--- config.mk ---
export PLATFORM = sky130hd
export DESIGN_NAME = button_ctrl_debounce
export DESIGN_NICKNAME = d
export VERILOG_FILES = /design/src/rtl/button_ctrl_debounce.sv
export SDC_FILE = /design/constraint.sdc
export NUM_CORES = 1
export LEC_CHECK = 0
export CORE_MARGIN = 5
export CORE_UTILIZATION = 60
export CTS_CLUSTER_DIAMETER = 120
export DETAILED_ROUTE_END_ITERATION = 7
export GPL_ROUTABILITY_DRIVEN = 0
export PLACE_DENSITY = 0.84
export SLEW_MARGIN = 10
export SYNTH_ARGS = -nofsm -noshare
export SYNTH_HDL_FRONTEND = slang
export SYNTH_SLANG_ARGS = --single-unit
--- constraint.sdc ---
create_clock -name i_clk -period 2.25 [get_ports i_clk]
set_input_delay 0.3375 -clock i_clk [delete_from_list [all_inputs] [get_ports i_clk]]
set_output_delay 0.3375 -clock i_clk [all_outputs]
set_load 0.05 [all_outputs]
--- src/rtl/button_ctrl_debounce.sv ---
`default_nettype none
// ============================================================================
//  Module      : button_ctrl_debounce
//  Description : Front-end control stage for the divided-clock up/down
//                counter / 7-segment display block. Synchronises and
//                debounces the run/stop, direction and clear push-buttons and
//                turns each accepted press into exactly one control action.
//
//  Ports
//    i_clk        board clock, all logic on the rising edge
//    i_rst        synchronous active-high reset
//    i_btn_run    raw run/stop button (async, active-high, bouncy)
//    i_btn_dir    raw direction button
//    i_btn_clr    raw clear button
//    o_enable     run level to the counter block
//    o_up_down_n  direction level (1 = up, 0 = down)
//    o_cnt_rst_n  active-low clear pulse to the counter block
//    o_btn_level  debounced levels {clr, dir, run}
//
//  Revision    : 1.0  initial release
// ============================================================================
module button_ctrl_debounce #(
    parameter int unsigned DEBOUNCE_CYCLES  = 1000000,
    parameter int unsigned CLR_PULSE_CYCLES = 4,
    parameter bit          ENABLE_INIT      = 1'b1,
    parameter bit          DIR_INIT         = 1'b1
) (
    input  logic       i_clk,
    input  logic       i_rst,
    input  logic       i_btn_run,
    input  logic       i_btn_dir,
    input  logic       i_btn_clr,
    output logic       o_enable,
    output logic       o_up_down_n,
    output logic       o_cnt_rst_n,
    output logic [2:0] o_btn_level
);

    // Counter only has to reach DEBOUNCE_CYCLES-1.
    localparam int unsigned c_CNT_W = (DEBOUNCE_CYCLES > 1) ? $clog2(DEBOUNCE_CYCLES) : 1;
    localparam logic [c_CNT_W-1:0] c_CNT_MAX   = c_CNT_W'(DEBOUNCE_CYCLES - 1);
    localparam logic [7:0]         c_PULSE_LEN = 8'(CLR_PULSE_CYCLES);

    // Debounce FSM encoding
    localparam logic [1:0] c_IDLE_LOW  = 2'd0;
    localparam logic [1:0] c_WAIT_HIGH = 2'd1;
    localparam logic [1:0] c_IDLE_HIGH = 2'd2;
    localparam logic [1:0] c_WAIT_LOW  = 2'd3;

    // Button index order matches o_btn_level: 0 = run, 1 = dir, 2 = clr
    logic [2:0] w_btn_raw;
    logic [2:0] w_press;
    logic [2:0] w_level;

    assign w_btn_raw = {i_btn_clr, i_btn_dir, i_btn_run};

    for (genvar g = 0; g < 3; g++) begin : g_btn
        logic               r_sync1;
        logic               r_sync2;
        logic [1:0]         r_state;
        logic [c_CNT_W-1:0] r_cnt;

        // The press strobe is the WAIT_HIGH -> IDLE_HIGH transition itself,
        // so the action lands on the same edge the FSM accepts the level.
        assign w_press[g] = (r_state == c_WAIT_HIGH) && r_sync2 && (r_cnt == c_CNT_MAX);
        assign w_level[g] = (r_state == c_IDLE_HIGH) || (r_state == c_WAIT_LOW);

        always_ff @(posedge i_clk) begin
            if (i_rst) begin
                r_sync1 <= 1'b0;
                r_sync2 <= 1'b0;
                r_state <= c_IDLE_LOW;
                r_cnt   <= '0;
            end else begin
                r_sync1 <= w_btn_raw[g];
                r_sync2 <= r_sync1;
                case (r_state)
                    c_IDLE_LOW: begin
                        if (r_sync2) begin
                            r_state <= c_WAIT_HIGH;
                            r_cnt   <= '0;
                        end
                    end
                    c_WAIT_HIGH: begin
                        // Any low sample throws away the partial interval
                        if (!r_sync2) begin
                            r_state <= c_IDLE_LOW;
                            r_cnt   <= '0;
                        end else if (r_cnt == c_CNT_MAX) begin
                            r_state <= c_IDLE_HIGH;
                            r_cnt   <= '0;
                        end else begin
                            r_cnt <= r_cnt + 1'b1;
                        end
                    end
                    c_IDLE_HIGH: begin
                        if (!r_sync2) begin
                            r_state <= c_WAIT_LOW;
                            r_cnt   <= '0;
                        end
                    end
                    c_WAIT_LOW: begin
                        if (r_sync2) begin
                            r_state <= c_IDLE_HIGH;
                            r_cnt   <= '0;
                        end else if (r_cnt == c_CNT_MAX) begin
                            r_state <= c_IDLE_LOW;
                            r_cnt   <= '0;
                        end else begin
                            r_cnt <= r_cnt + 1'b1;
                        end
                    end
                    default: begin
                        r_state <= c_IDLE_LOW;
                        r_cnt   <= '0;
                    end
                endcase
            end
        end
    end

    logic       r_enable;
    logic       r_up_down_n;
    logic       r_cnt_rst_n;
    logic [7:0] r_pulse_cnt;

    // Clear pulse: the strobe edge drives the output low and loads LEN-1, so
    // the low time is exactly LEN cycles. Reset loads LEN instead, because the
    // reset edges themselves do not count toward the post-reset low time.
    always_ff @(posedge i_clk) begin
        if (i_rst) begin
            r_enable    <= ENABLE_INIT;
            r_up_down_n <= DIR_INIT;
            r_cnt_rst_n <= 1'b0;
            r_pulse_cnt <= c_PULSE_LEN;
        end else if (w_press[2]) begin
            // Clear wins over any same-cycle run/dir strobe; a clear during
            // an active pulse restarts the low time.
            r_enable    <= ENABLE_INIT;
            r_up_down_n <= DIR_INIT;
            r_cnt_rst_n <= 1'b0;
            r_pulse_cnt <= c_PULSE_LEN - 8'd1;
        end else begin
            if (w_press[0]) begin
                r_enable <= ~r_enable;
            end
            if (w_press[1]) begin
                r_up_down_n <= ~r_up_down_n;
            end
            if (r_pulse_cnt != 8'd0) begin
                r_pulse_cnt <= r_pulse_cnt - 8'd1;
                r_cnt_rst_n <= 1'b0;
            end else begin
                r_cnt_rst_n <= 1'b1;
            end
        end
    end

    assign o_enable    = r_enable;
    assign o_up_down_n = r_up_down_n;
    assign o_cnt_rst_n = r_cnt_rst_n;
    assign o_btn_level = w_level;

endmodule
`default_nettype wire

# After elaboration in Yosys (flattened, before gate mapping)
# Index checks and enable logic that the tools add are counted.
# classes
n_reduce_logical	21
n_addsub	4
bitwise_logic	2
n_eq_ne	24
muxes	42
# ops
operator	count
two-way mux 20 bit	15
one-hot mux 20 bit (4 select lines)	3
adder 20 x 1 -> 20 bit (second input constant)	3
equality test 20 bit (second input constant)	3
two-way mux 2 bit	18
one-hot mux 2 bit (4 select lines)	3
equality test 2 bit (second input constant)	6
!= test 2 bit (second input constant)	6
!= test 3 x 2 -> 1 bit (second input constant)	4
AND reduction 4 bit	3
nonzero test 8 bit	1
subtractor 8 x 1 -> 8 bit (second input constant)	1
equality test 2 x 1 -> 1 bit (second input constant)	3
logical AND 1 bit	6
zero test 2 bit	3
two-way mux 3 bit	2
!= test 3 bit (second input constant)	2
AND reduction 2 bit	3
logical OR 1 bit	3
inverter 1 bit	2
nonzero test 2 bit	1
OR reduction 2 bit	1
two-way mux 1 bit	1
# totals
ff_bits	83
output_inout_bits	6
input_bits	5
wordCells	110

# Longest topological paths before layout
# logic_depth
word_depth	4
depth_mapped	8
depth_no_buf	7

# Least setup slack after synthesis
# Ideal clock, no wire load.
# synth_timing
path_type	register -> register
startpoint	register g_btn[0].r_cnt[0]
endpoint	register g_btn[0].r_cnt[8]
setup_ns	0.121
path_slack_ns	0.295
required_time_ns	2.129
synth_period_minus_slack_ns	1.955
stages_incl_launch_ff	9
arrival_ns	1.834
path_buffers	2
cell_sequence	dfxtp_1 -> ha_1 -> nand3_1 -> nor4_2 -> a211oi_1 -> buf_2 -> buf_2 -> a21oi_1 -> mux2i_1
# synth_via
elab_chain_cells	4
word_cells_on_any_way	6
cone_classes	1 x add/sub; 1 x eq/ne; 4 x mux
# synth_rtl
element	line_no	rtl
start: declaration	61	logic [c_CNT_W-1:0] r_cnt;
start signal: assignment	93	r_cnt <= r_cnt + 1'b1;
start signal: assignment	110	r_cnt <= r_cnt + 1'b1;
adder 20 x 1 -> 20 bit / equality test 20 bit (equally long branches)	-	
two-way mux 20 bit *	89, 106	
two-way mux 20 bit (on tied branches)	103, 86	
one-hot mux 20 bit (4 select lines) *	77	case (r_state)
# Mark *: on every way between the ends. The rest lies on a longest branch, timed or not.
# A chain may end at the register's enable or synchronous reset.

# Worst setup path after layout
# layout_timing
startpoint	register g_btn[1].r_cnt[0]
endpoint	register g_btn[1].r_cnt[18]
# layout_via
elab_chain_cells	4
word_cells_on_any_way	6
cone_classes	1 x add/sub; 1 x eq/ne; 4 x mux
# layout_rtl
element	line_no
start: declaration	61
start signal: assignment	93
start signal: assignment	110
adder 20 x 1 -> 20 bit / equality test 20 bit (equally long branches)	-
two-way mux 20 bit *	89, 106
two-way mux 20 bit (on tied branches)	103, 86
one-hot mux 20 bit (4 select lines) *	77
# Marks and branches as above.

==> results.ini <==
[global_route]
grt_usage_pct=20.2
grt_pass1_vias=3211
grt_pass1_wl_mm=14.2
grt_max_degree=31
grt-ovfl-total=0
antenna_found_initial=0

[setup_path]
worstReg2RegEnd=g_btn[1].r_cnt[18]
crit_chain=ha_1 > nand4_1 > buf_4 > nor4_1 > nand3_1 > xnor2_1 > a22o_1
critPathRequiredTime_ns=2.50
r2r_start=g_btn[1].r_cnt[0]
crit_arrival_ns=2.33
crit_type=flop to flop
end_kind=flop
r2r_cells=7
cpMaxStageDelayCell=dfxtp_1
crit_path_max_incr_delay_ns=0.42
path_max_fanout=6
crit_path_start_kind=flop
regToRegSetupSlack_ns=0.17

[yosys]
synth-edff-count=0
synthDistinctLibCells=55
ys_async_sr_fraction_pct=0
syn-mean-instance-area_sq_um=8.60
yosys_warnings=0
syn_area_sq_um=4030
yosys-top-cells-area=dfxtp_1 41%, a31oi_1 5.1%, nand2_1 4.3%
syn_inst=469
synth_seq_area_share_pct=41.2
yosysTopAreaCellShare_pct=41.2
ys_dominant_reg_cell=dfxtp_1
ys_ff_latch=83
yosysTopAreaCell=dfxtp_1
syn-num-nets=479

[detailed_routing]
wire_per_inst_um=15.1
drc=0
drt-vias-per-instance=6.18
wl_mm=8.67
drt_iter0_drc=134
first_pass_iters=5
vias=3558
postRouteAntennaNets=0

[timing]
fin_crit_ns=2.08
tns_ns=0
fin_skew_ns=0.0134
rsz0062_at_grt=false
fmax_mhz=481
timing.final.ws_setup_ns=0.172
period_share_pct=92.4
slew_violations=0
setup-violations-final=0
relSlewSlack_pct=33.3
worst-slew-pin-transition_ns=0.993
timing_hold_violations_final=0

[cts]
cts.reportedPaths.clkPinSlew_ns=0.08
ctsLongestPathBuffers=2
post_cts_resized=0
cts_tree=built
cts_inserted_buffers=9
ctsHoldBuffers=0
clk_latency_ns=0.35
post_cts.repair.setup_buffers=0
cts.sinks=83
htree_levels=3
clockRootBuffer=clkbuf_8

[cells_and_area]
n_fill_cell=478
final_common_cell=dfxtp_1
final_cell_mix=83 x dfxtp_1, 46 x nand2_1, 38 x nor2_1
drive_above_1_share_pct=10.4
finalNetCount=504
multi_input_area_sq_um=2250
regArea_sq_um=1660
n_antenna_cell=0
syn_to_final_growth_pct=13.5

[power_and_ir_drop]
p_leak_nw=1.60
finalPower_mw=3.32
swShare_pct=25.1
power.net_switching_mw=0.835
intPower_mw=2.49
p_clk_share_pct=38.5
p_seq_share_pct=48.7
power_frac_comb_pct=12.7
ir_worst_vdd_mv=0.433
power_per_cell_area_nw_per_um2=726

[placed_design]
preCtsSetupSlack_ns=0.195
io_buffers=10
place.detailed.hpwl_mm=5.84

[hold_path]
min_from=g_btn[1].r_sync1
hold_path.class=flop to flop
worstHoldPathCells=1
min_to=g_btn[1].r_sync2

[die]
std_cell_rows=29
chipHeight_um=92.0
ios=11
floorplan.initialDensity_pct=62.5
die_w_um=92.0
core_sq_um=6460
dieArea_sq_um=8460

[run]
maxCapViolCount=0

[status]
status=finished clean

-- worst max-delay path: cells and delay by family, from the launching register on --
| family | cells | cell delay [ns] |
|---|---|---|
| XOR/XNOR | 1 | 0.15 |
| flip-flops | 1 | 0.42 |
| buffers and inverters | 1 | 0.21 |
| adder cells (fa/ha/maj) | 1 | 0.25 |
| AO/OA/AOI/OAI | 1 | 0.20 |
| AND/OR/NAND/NOR | 3 | 0.75 |
-- worst max path at each step --
stage | startpoint | endpoint | slack, ns | depth (start not counted)
5_1_grt | g_btn[1].r_cnt[1] | g_btn[1].r_cnt[18] | 0.05 | 7
6_report | g_btn[1].r_cnt[0] | g_btn[1].r_cnt[18] | 0.17 | 7
4_1_cts | g_btn[1].r_cnt[0] | g_btn[1].r_cnt[18] | 0.17 | 7
3_5_place_dp | g_btn[1].r_cnt[0] | g_btn[1].r_cnt[18] | 0.19 | 7
2_1_floorplan | g_btn[0].r_cnt[0] | g_btn[0].r_cnt[8] | 0.29 | 8
3_3_place_gp | i_rst | g_btn[0].r_cnt[12] | 0.22 | 4
-- cells by family (layout without fill, tap and decap cells) --
kind of cell	count (synthesis)	in the layout	share of synthesized area [%]
AOI/OAI and AO/OA	111	111	18.4
buffers and inverters	28	58	3.26
xor gates and xnor gates	25	25	5.43
muxes	10	10	2.51
DFF	83	83	41.2
and+or+nand+nor	207	207	27.6
adders and majority gates	5	5	1.55
-- synth_stat cells (12+ instances only) --
cell type / number
nand4_1: 16
nor2b_1: 12
o21ai_0: 16
nor2_1: 38
a22o_1: 15
nand2_1: 46
a21oi_1: 27
a31oi_1: 33
xnor2_1: 16
dfxtp_1: 83
nand3_1: 33
nor3_1: 13
-- power groups by stage --
stage | Sequential (mW) | Clock [mW] | Combinational, mW
finish | 1.62 | 1.28 | 0.423
global route | 1.63 | 1.36 | 0.467
CTS | 1.62 | 1.29 | 0.429
floorplan | 1.65 | 0 | 0.313
global placement | 1.65 | 0 | 0.410
detailed placement | 1.65 | 0 | 0.425
-- cell type report --
cell class	instances	area share, %
multi-input cells	358	49.0
flip-flops and latches	83	36.3
repair buffers	31	6.45
clock buffers	10	2.79
clock inverters	6	2.43
well taps	77	2.10
inverters	11	0.902
-- stage by stage --
| stage | utilization, % | cells | hold WS (ns) | area [sq um] |
|---|---|---|---|---|
| 3_5_place_dp | 67.2 | 560 | 0.427 | 4340 |
| 2_1_floorplan | - | 469 | 0.414 | 4030 |
| 3_3_place_gp | 67.2 | 560 | 0.418 | 4340 |
| 4_1_cts | 70.9 | 576 | 0.446 | 4580 |
| 5_1_grt | 70.9 | 576 | 0.464 | 4580 |
| 6_report | 70.9 | 576 | 0.444 | 4580 |
-- layer usage --
layer,wire length (um),track usage [%],part of all wire (%)
met5,0,0,0
met4,151,7.92,1.7
met3,395,5.07,4.6
met2,4200,33.3,48
met1,3930,25.5,45
-- flip-flops by register name (all words and copies together), names as in the netlist, named ones only --
name,cells
o_cnt_rst_n,1
r_pulse_cnt,8
g_btn.r_state,3
o_up_down_n,1
o_enable,1
g_btn.r_sync1,3
g_btn.r_cnt,60
g_btn.r_sync2,3
Note: power is estimated with default switching activity, not from simulation.
